## src/rtl/pc_redirect_ctrl.sv

```systemverilog
// Next-PC redirect controller: resolves BEQ/JMP against exceptions, issues a registered
// redirect and holds flush for FLUSH_DEPTH cycles. Optional predictor: define BRANCH_PRED_EN.
module pc_redirect_ctrl #(
  parameter int              XLEN         = 32,
  parameter int              FLUSH_DEPTH  = 2,
  parameter logic [XLEN-1:0] EXC_VECTOR   = 32'h0000_2000,
  parameter int              CNT_W        = 16,
  parameter int              PRED_ENTRIES = 16
) (
  input  logic             clock,
  input  logic             reset,
  input  logic             resolve_valid,
  input  logic [6:0]       opcode,
  input  logic             operands_equal,
  input  logic [XLEN-1:0]  branch_pc,
  input  logic [XLEN-1:0]  branch_target,
  input  logic             exc_req,
  output logic             exc_ack,
  output logic [1:0]       pc_src,
  output logic             redirect_valid,
  output logic [XLEN-1:0]  redirect_pc,
  output logic             flush,
`ifdef BRANCH_PRED_EN
  input  logic [XLEN-1:0]  fetch_pc,
  output logic             predict_taken,
  input  logic             resolve_pred_taken,
`endif
  output logic [CNT_W-1:0] redirect_count
);

  localparam logic [6:0] OP_BEQ = 7'b1100011;
  localparam logic [6:0] OP_JMP = 7'b1101111;
  localparam int CW = (FLUSH_DEPTH > 1) ? $clog2(FLUSH_DEPTH) : 1;

  typedef enum logic {IDLE, FLUSH} state_t;

  state_t          state, state_nx;
  logic [CW-1:0]   cnt, cnt_nx;
  logic            redirect_nx, ack_nx;
  logic [1:0]      src_nx;
  logic [XLEN-1:0] pc_nx;
  logic            is_beq, is_jmp, beq_redirect;
  logic [1:0]      beq_src;
  logic [XLEN-1:0] beq_pc;

  // Decode: anything resolving while flushing is wrong-path; unknown opcodes fall through
  always_comb begin
    is_jmp = 1'b0;
    is_beq = 1'b0;
    if (resolve_valid && state == IDLE) begin
      if (opcode == OP_JMP) is_jmp = 1'b1;
      if (opcode == OP_BEQ) is_beq = 1'b1;
    end
  end

`ifdef BRANCH_PRED_EN
  localparam int IDX_W = $clog2(PRED_ENTRIES);

  logic [1:0]       pred_tbl [PRED_ENTRIES];
  logic [IDX_W-1:0] upd_idx;
  logic             unused_pc_bits;

  assign upd_idx        = branch_pc[IDX_W+1:2];
  assign predict_taken  = pred_tbl[fetch_pc[IDX_W+1:2]][1];
  assign unused_pc_bits = ^{fetch_pc[XLEN-1:IDX_W+2], fetch_pc[1:0]};

  always_ff @(posedge clock) begin
    if (!reset) begin
      for (int i = 0; i < PRED_ENTRIES; i++) pred_tbl[i] <= 2'b01;
    end else if (is_beq) begin
      if (operands_equal && pred_tbl[upd_idx] != 2'b11)
        pred_tbl[upd_idx] <= pred_tbl[upd_idx] + 2'd1;
      else if (!operands_equal && pred_tbl[upd_idx] != 2'b00)
        pred_tbl[upd_idx] <= pred_tbl[upd_idx] - 2'd1;
    end
  end

  // Only a wrong guess redirects; a wrongly-taken guess returns to the fall-through PC
  always_comb begin
    beq_redirect = is_beq && (operands_equal != resolve_pred_taken);
    beq_src      = operands_equal ? 2'b01 : 2'b00;
    beq_pc       = operands_equal ? branch_target : branch_pc + XLEN'(4);
  end
`else
  logic unused_pred;

  assign unused_pred = ^{branch_pc, PRED_ENTRIES[0]};

  always_comb begin
    beq_redirect = is_beq && operands_equal;
    beq_src      = 2'b01;
    beq_pc       = branch_target;
  end
`endif

  always_comb begin
    state_nx    = state;
    cnt_nx      = cnt;
    redirect_nx = 1'b0;
    ack_nx      = 1'b0;
    src_nx      = 2'b00;
    pc_nx       = redirect_pc;
    if (exc_req) begin
      redirect_nx = 1'b1;
      ack_nx      = 1'b1;
      src_nx      = 2'b11;
      pc_nx       = EXC_VECTOR;
    end else if (is_jmp) begin
      redirect_nx = 1'b1;
      src_nx      = 2'b10;
      pc_nx       = branch_target;
    end else if (beq_redirect) begin
      redirect_nx = 1'b1;
      src_nx      = beq_src;
      pc_nx       = beq_pc;
    end
    // A new redirect (even mid-flush) restarts the full flush window
    if (redirect_nx) begin
      state_nx = FLUSH;
      cnt_nx   = CW'(FLUSH_DEPTH - 1);
    end else if (state == FLUSH) begin
      if (cnt == '0) state_nx = IDLE;
      else           cnt_nx   = cnt - CW'(1);
    end
  end

  always_ff @(posedge clock) begin
    if (!reset) begin
      state          <= IDLE;
      cnt            <= '0;
      redirect_valid <= 1'b0;
      exc_ack        <= 1'b0;
      pc_src         <= 2'b00;
      redirect_pc    <= '0;
      redirect_count <= '0;
    end else begin
      state          <= state_nx;
      cnt            <= cnt_nx;
      redirect_valid <= redirect_nx;
      exc_ack        <= ack_nx;
      pc_src         <= src_nx;
      redirect_pc    <= pc_nx;
      if (redirect_nx && redirect_count != '1)
        redirect_count <= redirect_count + CNT_W'(1);
    end
  end

  assign flush = (state == FLUSH);

endmodule

```

## config.mk

```make
export PLATFORM = sky130hd
export DESIGN_NAME = pc_redirect_ctrl
export DESIGN_NICKNAME = d
export VERILOG_FILES = /design/src/rtl/pc_redirect_ctrl.sv
export SDC_FILE = /design/constraint.sdc
export NUM_CORES = 1
export LEC_CHECK = 0
export BUFFER_PORTS_ARGS = -buffer_cell sky130_fd_sc_hd__clkbuf_2
export CAP_MARGIN = 40
export CORE_MARGIN = 2
export CORE_UTILIZATION = 44
export CTS_BUF_LIST = sky130_fd_sc_hd__clkbuf_8
export CTS_CLUSTER_DIAMETER = 100
export DETAILED_ROUTE_END_ITERATION = 12
export MAX_ROUTING_LAYER = met4
export PLACE_DENSITY = 0.88
export SYNTH_ARGS = -nofsm -noshare
export SYNTH_HDL_FRONTEND = slang
export SYNTH_SLANG_ARGS = --single-unit
```

## constraint.sdc

```tcl
create_clock -name clock -period 1.85 [get_ports clock]
set_input_delay 0.0925 -clock clock [delete_from_list [all_inputs] [get_ports clock]]
set_output_delay 0.0925 -clock clock [all_outputs]
set_load 0.01 [all_outputs]
```

# Yosys cells after proc, flatten, opt, wreduce, memory -nomap -nowiden
# Cells that the tools add are included.
# classes
addsub,2
n_eq_ne,3
n_mux,20
bitwise,2
reduce_logical,7
# op_table
cell,count
32-bit 2-to-1 mux,2
16-bit by 1-bit adder with 16-bit output (second input constant),1
16-bit inequality test (second input constant),1
1-bit 2-to-1 mux,15
7-bit == test (second input constant),2
14-bit 2-to-1 mux,1
2-bit 2-to-1 mux,2
2-bit nonzero test,2
1-bit logical AND,3
3-bit nonzero test,1
1-bit inverter,2
2-bit OR reduction,1
1-bit subtractor (second input constant),1
# word_totals
register_bits,54
input_bits,76
out_inout_bits,53
word_cells,42

# Longest topological paths before layout
# Gate-level depths: netlist (run 1).
# depth
depth_word,8
ltp_mapped,6

# Least setup slack after synthesis (run 1)
# OpenSTA, ideal clock, no wires.
# synth_path
path_type,register to register
from,reg redirect_count[0]
to,reg redirect_count[3]
setup_ns,0.059
arrival_time_ns,1.651
t_required_ns,1.791
slack_ns,0.140
path_stages_with_launch,7
n_path_buf,0
synth_period_minus_slack_ns,1.710
cell_sequence,dfxtp_1 > ha_1 > and4_1 > nand4_1 > o21ai_2 > or4_1 > nand2_1
# synth_via
elab_chain_cells,2
elab_cells_between_ends,3
# synth_rtl
item,line_no,rtl
from (decl),28,output logic [CNT_W-1:0] redirect_count
from (signal assigned),144,redirect_count <= redirect_count + CNT_W'(1);
branches (longest 2 deep; another with 16-bit by 1-bit adder with 16-bit output),n/a,
# Several ways; the timed one is not identified.
# A chain may end at the register's enable or synchronous reset.

# Final worst setup path (run 1)
# layout_path
from,reg redirect_count[1]
to,reg redirect_count[1]
# The elaborated chain is that of the path after synthesis.

==> results of run 1 <==
==> power by group through the flow <==
| stage | clock network (uW) | logic (uW) | registers [uW] |
|---|---|---|---|
| 2_1_floorplan | 0 | 50.9 | 1220 |
| 3_3_place_gp | 0 | 136 | 1210 |
| 3_5_place_dp | 0 | 140 | 1210 |
| 4_1_cts | 834 | 182 | 1180 |
| 5_1_grt | 875 | 211 | 1190 |
| 6_report | 807 | 195 | 1190 |
==> Yosys cell counts, types with 4 or more instances <==
master    count
nand3_1       6
a21oi_1      34
o211ai_1      5
clkbuf_1      9
nand2_1      79
buf_2         4
dfxtp_1      54
xor2_1        7
nor2_1       16
==> logic make-up after synthesis <==
logic type | after synthesis | share of synthesized area
simple gates | 123 | 0.256
flops | 54 | 0.511
compound gates | 52 | 0.155
buf+inv | 15 | 0.0290
xor+xnor | 7 | 0.0290
mux | 3 | 0.0142
fa+ha+maj | 1 | 0.00592
==> what timing repair did <==
action                                  CTS  global route
hold endpoints to repair                 25             0
gates resized for setup                   0             8
hold buffers                             25             0
endpoints found under the setup margin    0             9
setup buffers                             0             7
==> worst register-to-register path: stages (launching register included) <==
cell     delay [ns]
dfxtp_4        0.37
ha_2           0.19
and4_4         0.26
nand4_1        0.25
o21ai_4        0.19
buf_4          0.16
mux2i_1        0.19
nor2_1         0.05
==> cell type report <==
| class | count | area share |
|---|---|---|
| inverters | 2 | 0.00239 |
| multi-input cells | 186 | 0.313 |
| repair buffers | 139 | 0.281 |
| clock inverters | 3 | 0.0151 |
| clock buffers | 5 | 0.0219 |
| well taps | 54 | 0.0215 |
| flip-flops and latches | 54 | 0.345 |
==> sequential cells by signal, indices dropped and copies added, names as in the netlist <==
name            count
cnt                 1
redirect_valid      1
exc_ack             1
redirect_count     16
flush               1
redirect_pc        32
pc_src              2
==> per-stage QoR <==
stage	instances	hold slack (ns)	power, uW	setup TNS [ns]	instance area (um2)
2_1_floorplan	255	0.228	1270	0	2110
3_5_place_dp	403	0.322	1350	0	2700
3_3_place_gp	403	0.317	1350	0	2700
6_report	443	0.00447	2190	0	3140
4_1_cts	436	0.00147	2200	0	3070
5_1_grt	443	0.00834	2270	-0.00662	3140
==> routing by layer <==
layer | routed length [um] | global-route usage | vias up
met5 | 0 | - | -
met4 | 103 | 0.0808 | 0
met3 | 344 | 0.0549 | 14
met2 | 3090 | 0.403 | 82
met1 | 2310 | 0.221 | 1057
li1 | - | - | 1131
==> layout by cell type, fill, tap and decap left out, types with 2 or more instances in the layout <==
cell	instances
xor2_1	7
o2111ai_1	3
clkbuf_2	96
nor3_1	3
and4_1	2
nor2_1	16
a21oi_1	34
and3_1	2
nand2_1	79
clkbuf_8	5
buf_4	16
dfxtp_1	52
nand3_1	6
o211ai_1	5
nand2b_1	3
or4_1	2
mux2i_1	3
dlygate4sd3_1	25
o21bai_1	2
a31oi_1	2
==> final timing paths <==
path	startpoint	to	slack, ns	depth (start not counted)
setup / recovery	redirect_count[1]	redirect_count[1]	0.09	7
hold / removal	branch_target[27]	redirect_pc[27]	0.004	3
hold reg to reg	redirect_pc[10]	redirect_pc[10]	0.46	2
setup reg to reg	redirect_count[1]	redirect_count[1]	0.09	7
==> summary.md, run 1 <==
| Metric | Value |
|---|---|
| Synthesized flop and latch total | 54 |
| Async set-reset flop share out of synthesis | 0 |
| Pin count of the biggest net entering global routing | 33 |
| Clk slew on worst S/H paths | 0.10 ns |
| I/O Pins | 129 |
| Main synth FF type | dfxtp_1 |
| Antenna violations before repair | 0 |
| Highest Clock Rate | 0.568 GHz |
| Pre-Repair DR Iteration Count | 4 |
| Row cnt | 25 |
| Max Root-Sink Buffers | 2 |
| Critical Path Max Stage Delay | 0.37 ns |
| Seq/Total Area, Yosys | 0.511 |
| Final setup margin | 0.0897 ns |
| Max-slew violations | 0 |
| DP Wirelength | 3680 um |
| CP Data Arrival Time | 1.97 ns |
| Syn Nets | 332 |
| Clk Tree Root Cell | clkbuf_8 |
| First-pass GRT wire length | 8870 um |
| Pwr dens | 696 nW/um2 |
| Leakage | 0.00134 uW |
| Post-Synthesis Cells | 255 |
| Switching share of total power | 0.225 |
| Yosys cell types | 36 |
| Area grow syn2layout | 48.7% |
| DR vias | 2284 |
| Full die area | 5380 um2 |
| Final period utilization | 0.952 |
| Vias/cell | 5.16 |
| Critical path required time | 2.06 ns |
| Crit path cell chain | ha_2, and4_4, nand4_1, o21ai_4, buf_4, mux2i_1, nor2_1 |
| Skew final | 0.0109 ns |
| Worst Max-Slew Pin Slew | 0.371 ns |
| Fillers | 376 |
| Post-Route WL | 5840 um |
| Clk_lat worst skew | 0.31 ns |
| Total track usage | 0.219 |
| Ant. Diodes | 0 |
| Mapped cell area | 2110 um2 |
| Mean routed wirelength per cell | 13.2 um |
| Layout Nets | 465 |
| Critical setup path kind | reg -> reg |
| Top Family by Delay on Critical Path | simple AND/OR/NAND/NOR gates |
| Hold Path Class | in -> reg |
| Post-layout util | 0.670 |
| Starting density of the core | 0.451 |
| Hold Vio Cnt, Final | 0 |
| H-tree depth | 2 |
| Max-cap viol count | 0 |
| GP Congestion | 0.779 |
| Core area | 4690 um2 |
| Combinational Power Share | 0.089 |
| Vias in the first global route | 2134 |
| Synth top area share | 0.511 |
| Gr ovfl total | 0 |
| Area contributors post-synth | dfxtp_1, nand2_1, a21oi_1, xor2_1, nor2_1 |
| DR iter-0 viols | 63 |
| Setup violations, final | 0 |
| Clk sinks | 54 |
| # DRC | 0 |
| Rel. slew slack | 0.752 |
| Fraction of layout cells with a size suffix above 1 | 0.334 |
| Clock power frac | 0.369 |
| Peak supply drop | 369 uV |
| Seq. cell area | 1090 um2 |
| Die Width | 73.3 um |
| Multi-input logic area | 985 um2 |
| Top fanout value on the critical path | 6 |
| Die Span Y | 73.3 um |
| Number of flops mapped to enable cells by yosys | 0 |
| Post-route ant nets | 0 |
| Slowest CP cell | dfxtp_4 |
| Sequential power share | 0.542 |
| Status | finished clean |
| Tmin final | 1.76 ns |
| Yosys top cell by area | dfxtp_1 |
| Num CTS Buffers | 5 |
| Post-Place Worst Slack | 0.0152 ns |
| Ys Warns | 0 |
| Syn_area_per_cell | 8.29 um2 |
| Internal | 1700 uW |
| Sum of buffers and inverters on the critical path | 1 |
| CP startpoint kind | flop |
| Critical Path End Type | flop |
| CTS tree | yes |
| Port buffer count | 96 |
| Sw power | 493 uW |
Note: power is estimated with default switching activity, not from simulation.
==> run 2: changes to the inputs <==
Clock period 1.85 ns to 1.94 ns, I/O delays scaled along.
==> run 2 against run 1 <==
Against the previous run: utilization down 5.3 points; clock skew down 0.0018 ns; first-iteration DRC count up 14%; setup slack worse by 0.028 ns; clock-buffer cell count unchanged; die area unchanged.
==> summary.md, run 2 (synthesis results as in run 1) <==
| Metric | Value |
|---|---|
| Critical path required time | 2.14 ns (+0.08 ns) |
| Post-route ant nets | 0 (unchanged) |
| Top Family by Delay on Critical Path | simple AND/OR/NAND/NOR gates |
| Placed Cells | 398 (-1.2%) |
| Critical setup path kind | reg -> reg |
| DP Wirelength | 3610 um (-1.9%) |
| Critical Path End Type | flop |
| Skew final | 0.00910 ns (-0.00177 ns) |
| Final period utilization | 0.968 (+0.0167) |
| First-pass GRT wire length | 7860 um (-11%) |
| Clk_lat worst skew | 0.30 ns (about the same) |
| Port buffer count | 96 (unchanged) |
| DR iter-0 viols | 72 (+14%) |
| Max-cap viol count | 0 (unchanged) |
| Antenna violations before repair | 0 (unchanged) |
| Total track usage | 0.190 (-0.0287) |
| Pwr dens | 693 nW/um2 (-0.33%) |
| H-tree depth | 2 (unchanged) |
| # DRC | 0 (unchanged) |
| Hold Vio Cnt, Final | 0 (unchanged) |
| Crit path cell chain | ha_1, and4_1, nand4_1, buf_4, o211ai_1, xor2_1, nor2_1 |
| DR vias | 2088 (-8.6%) |
| Peak supply drop | 381 uV (+3.2%) |
| Hold Path Class | in -> reg |
| Pre-Repair DR Iteration Count | 4 (unchanged) |
| Vias/cell | 4.98 (-3.3%) |
| R2R setup slack | 0.06 ns (-0.03 ns) |
| Gr ovfl total | 0 (unchanged) |
| CP startpoint kind | flop |
| Die Span Y | 73.3 um (unchanged) |
| Starting density of the core | 0.451 (unchanged) |
| R2R depth | 7 (unchanged) |
| Setup violations, final | 0 (unchanged) |
| Overall Power | 2010 uW (-8.3%) |
| Dpl cell area | 2670 um2 (-1.4%) |
| Clk Tree Root Cell | clkbuf_8 |
| Post-Route WL | 5140 um (-12%) |
| Largest register by flop count | redirect_pc |
| Top fanout value on the critical path | 5 (-1) |
| Area grow syn2layout | 36.9% |
| Final cell count without fillers | 419 (-5.4%) |
| Ant. Diodes | 0 (unchanged) |
| Slowest CP cell | dfxtp_1 |
| Fillers | 421 (+12%) |
| Fraction of layout cells with a size suffix above 1 | 0.323 (-0.0109) |
| Layout Nets | 441 (-5.2%) |
| Sum of buffers and inverters on the critical path | 1 (unchanged) |
| Num CTS Buffers | 5 (unchanged) |
| I/O Pins | 129 (unchanged) |
| RR Endpoint | redirect_count[5] |
| Highest Clock Rate | 0.532 GHz (-6.3%) |
| Rel. slew slack | 0.721 (-0.0315) |
| Max FFs per register | 32 (unchanged) |
| Core area | 4690 um2 (unchanged) |
| Tmin final | 1.88 ns (+0.118 ns) |
| CTS tree | yes |
| Leakage | 0.00123 uW (-8.4%) |
| Multi-input logic area | 972 um2 (-1.3%) |
| Status | finished clean |
| Clk slew on worst S/H paths | 0.10 ns (about the same) |
| Max-slew violations | 0 (unchanged) |
| Worst hold endpoint | redirect_pc[12] |
| Worst R2R Start | redirect_count[1] |
| Worst Max-Slew Pin Slew | 0.418 ns (+0.0471 ns) |
| Seq. cell area | 1080 um2 (-0.46%) |
| Post-route cell area | 2890 um2 (-8.0%) |
| Top flop regs | redirect_pc (32), redirect_count (16), pc_src (2) |
| Pin count of the biggest net entering global routing | 33 (unchanged) |
| Critical Path Max Stage Delay | 0.40 ns (+0.03 ns) |
| Worst Hold Launch | branch_target[12] |
| Vias in the first global route | 1829 (-14%) |
| Commonest cells after routing, fill and taps aside | clkbuf_2, nand2_1, dfxtp_1 |
| Mean routed wirelength per cell | 12.3 um (-7.0%) |
| Hold Crit Depth | 3 (unchanged) |
| CP Data Arrival Time | 2.08 ns (+0.11 ns) |
| Row cnt | 25 (unchanged) |
| Full die area | 5380 um2 (unchanged) |
| GP Congestion | 0.744 (-4.5%) |
| Commonest non-fill, non-tap cell in the layout | clkbuf_2 |
| Max Root-Sink Buffers | 2 (unchanged) |
| Clk sinks | 54 (unchanged) |
| Die Width | 73.3 um (unchanged) |
| Post-CTS Resized | 0 (unchanged) |
run 2: changes by cell type in the layout (fill, tap and decap cells not counted), sizes merged:
cell         change
buf              -7
clkinvlp         +1
clkinv           -1
dlygate4sd3     -17
run 2: worst max-delay path by stage:
| stage | start | end | slack, ns | cells after the start |
|---|---|---|---|---|
| 6_report | redirect_count[1] | redirect_count[5] | 0.06 | 7 |
| 5_1_grt | redirect_count[1] | redirect_count[3] | -0.05 | 6 |
| 4_1_cts | redirect_count[1] | redirect_count[4] | 0.11 | 6 |
| 3_5_place_dp | opcode[3] | redirect_count[11] | 0.07 | 6 |
| 3_3_place_gp | opcode[3] | redirect_count[11] | 0.14 | 6 |
| 2_1_floorplan | redirect_count[0] | redirect_count[3] | 0.23 | 6 |
run 2: metal layers:
| metal | routed length, um | vias to the layer above | global-route usage |
|---|---|---|---|
| met5 | 0 | - | - |
| met2 | 2520 | 71 | 0.331 |
| met1 | 2230 | 933 | 0.214 |
| met3 | 343 | 7 | 0.0480 |
| met4 | 48 | 0 | 0.0566 |
| li1 | - | 1077 | - |
run 2: power by group:
part / switching, uW / internal (uW)
sequential: 8.29 / 1120
clock: 353 / 380
combinational: 70.9 / 73.1
run 2: metrics by stage:
step                worst slack [ns]   util  TNS, ns  hold WS [ns]
CTS                            0.108  0.609        0      0.000113
global placement               0.143  0.568        0         0.320
detailed placement            0.0680  0.568        0         0.324
global route                 -0.0492  0.617   -0.115       0.00726
floorplan                      0.230      -        0         0.233
finish                        0.0616  0.617        0        0.0144
run 2: layout make-up:
class	instances	area share
Inverter	2	0.00259
Sequential cell	54	0.374
Clock inverter	3	0.0143
Tap cell	54	0.0233
Timing Repair Buffer	115	0.227
Multi-Input combinational cell	186	0.336
Clock buffer	5	0.0238
run 2: worst register-to-register path: stages, from the launching register on:
cell and delay [ns]:
dfxtp_1 0.40, ha_1 0.21, and4_1 0.30, nand4_1 0.27, buf_4 0.23, o211ai_1 0.13, xor2_1 0.18, nor2_1 0.06
run 2: what timing repair did:
item | CTS | global route
hold endpoints to repair | 8 | 0
hold buffers | 8 | 0
setup endpoints to repair | 0 | 2
buffers inserted | 0 | 5
==> run 3: changes to the inputs <==
Settings changed: CORE_ASPECT_RATIO set to 0.8, GPL_TIMING_DRIVEN set to 0.
Clock period 1.94 ns to 2.1 ns, I/O delays scaled along.
==> run 3 against run 2 <==
Against the previous run: power fell by 14%; largest power group unchanged; routed wire length up 1.2%; clock power is 23% lower; sequential power is 7% lower; critical path type unchanged; via count increased by 1.1%; cell count down 0.48%; register-to-register slack improved by 0.13 ns; setup slack better by 0.13 ns; die area hardly changed; global-route usage increased by 1.5 points; critical endpoint is now redirect_count[4]; maximum frequency shrank 1.7%.
==> summary.md, run 3 (synthesis results as in run 1) <==
| Metric | Value |
|---|---|
| Overall Power | 1720 uW (-14%) |
| Highest Clock Rate | 0.523 GHz (-1.7%) |
| Setup bufs post-CTS | 0 (unchanged) |
| Clk_lat worst skew | 0.29 ns (about the same) |
| R2R depth | 6 (-1) |
| Hold Vio Cnt, Final | 0 (unchanged) |
| Final cell count without fillers | 417 (-0.48%) |
| DR vias | 2112 (+1.1%) |
| # DRC | 0 (unchanged) |
| First-pass GRT wire length | 8410 um (+7.0%) |
| Layout Nets | 435 (-1.4%) |
| Clock power frac | 0.328 (-0.037) |
| Setup violations, final | 0 (unchanged) |
| Critical Path Max Stage Delay | 0.50 ns (+0.10 ns) |
| Port buffer count | 96 (unchanged) |
| Leakage | 0.00116 uW (-5.7%) |
| Placed Cells | 411 (+3.3%) |
| Gr ovfl total | 0 (unchanged) |
| Worst Hold Launch | branch_target[2] |
| Clk Tree Root Cell | clkbuf_8 |
| Vias in the first global route | 1973 (+7.9%) |
| Commonest non-fill, non-tap cell in the layout | clkbuf_2 |
| CP startpoint kind | flop |
| Pre-Repair DR Iteration Count | 4 (unchanged) |
| Ant. Diodes | 0 (unchanged) |
| Post-Route WL | 5200 um (+1.2%) |
| DR iter-0 viols | 88 (+22%) |
| Rel. slew slack | 0.687 (-0.0343) |
| Full die area | 5380 um2 (about the same) |
| Post-CTS Resized | 0 (unchanged) |
| Die Span Y | 66.0 um (-10%) |
| Sequential power share | 0.606 (+0.043) |
| H-tree depth | 2 (unchanged) |
| Peak supply drop | 341 uV (-10%) |
| I/O Pins | 129 (unchanged) |
| Hold Path Class | in -> reg |
| Sw power | 381 uW (-12%) |
| R2R setup slack | 0.19 ns (+0.13 ns) |
| Internal | 1340 uW (-15%) |
| Top fanout value on the critical path | 6 (+1) |
| Num CTS Buffers | 5 (unchanged) |
| Crit path cell chain | ha_1, and4_1, nand4_1, o21ai_2, or4_1, nand2_1 |
| Critical path required time | 2.34 ns (+0.20 ns) |
| Slowest CP cell | or4_1 |
| Critical Path End Type | flop |
| Clk sinks | 54 (unchanged) |
| CP Data Arrival Time | 2.16 ns (+0.08 ns) |
| Tmin final | 1.91 ns (+0.0334 ns) |
| Area grow syn2layout | 30.2% |
| Pwr dens | 627 nW/um2 (-9.6%) |
| Worst Max-Slew Pin Slew | 0.470 ns (+0.0525 ns) |
| Worst R2R Start | redirect_count[0] |
| Pin count of the biggest net entering global routing | 15 (-55%) |
| Starting density of the core | 0.460 (+0.00932) |
| Combinational Power Share | 0.066 (-0.006) |
| Top flop regs | redirect_pc (32), redirect_count (16), pc_src (2) |
| Critical setup path kind | reg -> reg |
| Post-route ant nets | 0 (unchanged) |
| Max-slew violations | 0 (unchanged) |
| Worst hold endpoint | redirect_pc[2] |
| Dpl cell area | 2670 um2 (+0.14%) |
| Final setup margin | 0.188 ns (+0.127 ns) |
| Max FFs per register | 32 (unchanged) |
| RSZ-0062 raised after global routing | false |
| Vias/cell | 5.06 (+1.6%) |
| Post-route cell area | 2750 um2 (-4.9%) |
| Switching share of total power | 0.221 (+0.00532) |
| Max-cap viol count | 0 (unchanged) |
| GP Congestion | 0.913 (+23%) |
| Hold Crit Depth | 3 (unchanged) |
| Die Width | 81.5 um (+11%) |
| Core area | 4600 um2 (-2.0%) |
| RR Endpoint | redirect_count[4] |
| Row cnt | 22 (-12%) |
| Commonest cells after routing, fill and taps aside | clkbuf_2, nand2_1, dfxtp_1 |
| Setup TNS | 0 ns (unchanged) |
| Total track usage | 0.205 (+0.0150) |
| Fraction of layout cells with a size suffix above 1 | 0.308 (-0.0152) |
| Skew final | 0.00531 ns (-0.00379 ns) |
| Antenna violations before repair | 0 (unchanged) |
| CTS tree | yes |
| Mean routed wirelength per cell | 12.5 um (+1.7%) |
| Post-Place Worst Slack | 0.248 ns (+0.180 ns) |
| Hold bufs inserted after CTS | 0 (-8) |
| Status | finished clean |
| DP Wirelength | 3930 um (+8.7%) |
| Final period utilization | 0.910 (-0.0579) |
| Max Root-Sink Buffers | 2 (unchanged) |
| Largest register by flop count | redirect_pc |
| Clk slew on worst S/H paths | 0.09 ns (about the same) |
| Fillers | 421 (unchanged) |
-- run 3: cell count changes in the layout (fill, tap and decap cells not counted), sizes merged --
cell / delta
clkinvlp: -1
buf: -7
inv: -1
dlygate4sd3: -8
clkbuf: +10
bufinv: -1
-- run 3: worst max-delay path by stage --
stage / slack [ns] / to / startpoint / cells after the start
2_1_floorplan: 0.39 / redirect_count[3] / redirect_count[0] / 6
4_1_cts: 0.22 / redirect_count[4] / redirect_count[0] / 6
3_5_place_dp: 0.25 / redirect_count[4] / redirect_count[0] / 6
5_1_grt: 0.11 / redirect_count[4] / redirect_count[0] / 6
3_3_place_gp: 0.29 / redirect_count[4] / redirect_count[0] / 6
6_report: 0.19 / redirect_count[4] / redirect_count[0] / 6
-- run 3: routing by layer --
layer	up-vias	routed length, um	GRT usage
met3	6	319	0.0287
met2	84	2540	0.346
li1	1066	-	-
met4	0	48	0.0657
met1	956	2300	0.253
met5	-	0	-
-- run 3: cell type report --
type,count,area (um2),area share
inverters,2,7.51,0.00273
plain buffers,13,53.8,0.0195
repair buffers,96,480,0.175
clock buffers,6,82.6,0.0300
well taps,60,75.1,0.0273
flip-flops and latches,54,1080,0.393
multi-input cells,186,972,0.353
-- run 3: worst max-delay path: cells and delay by family (launching register included) --
family / cells / cell delay (ns)
simple gates: 4 / 1.09
flops: 1 / 0.36
fa+ha+maj: 1 / 0.24
compound gates: 1 / 0.17
-- run 3: through the flow --
stage | hold WS, ns | utilization
after global placement | 0.328 | 0.581
after detailed placement | 0.338 | 0.581
after floorplan | 0.241 | -
final | 0.0213 | 0.599
after CTS | 0.0149 | 0.599
after global routing | 0.0123 | 0.599
-- run 3: power by group through the flow --
stage	combinational, uW	sequential (uW)	clock (uW)
2_1_floorplan	44.8	1070	0
3_3_place_gp	112	1070	0
3_5_place_dp	114	1070	0
4_1_cts	115	1050	580
5_1_grt	129	1050	629
6_report	114	1050	565
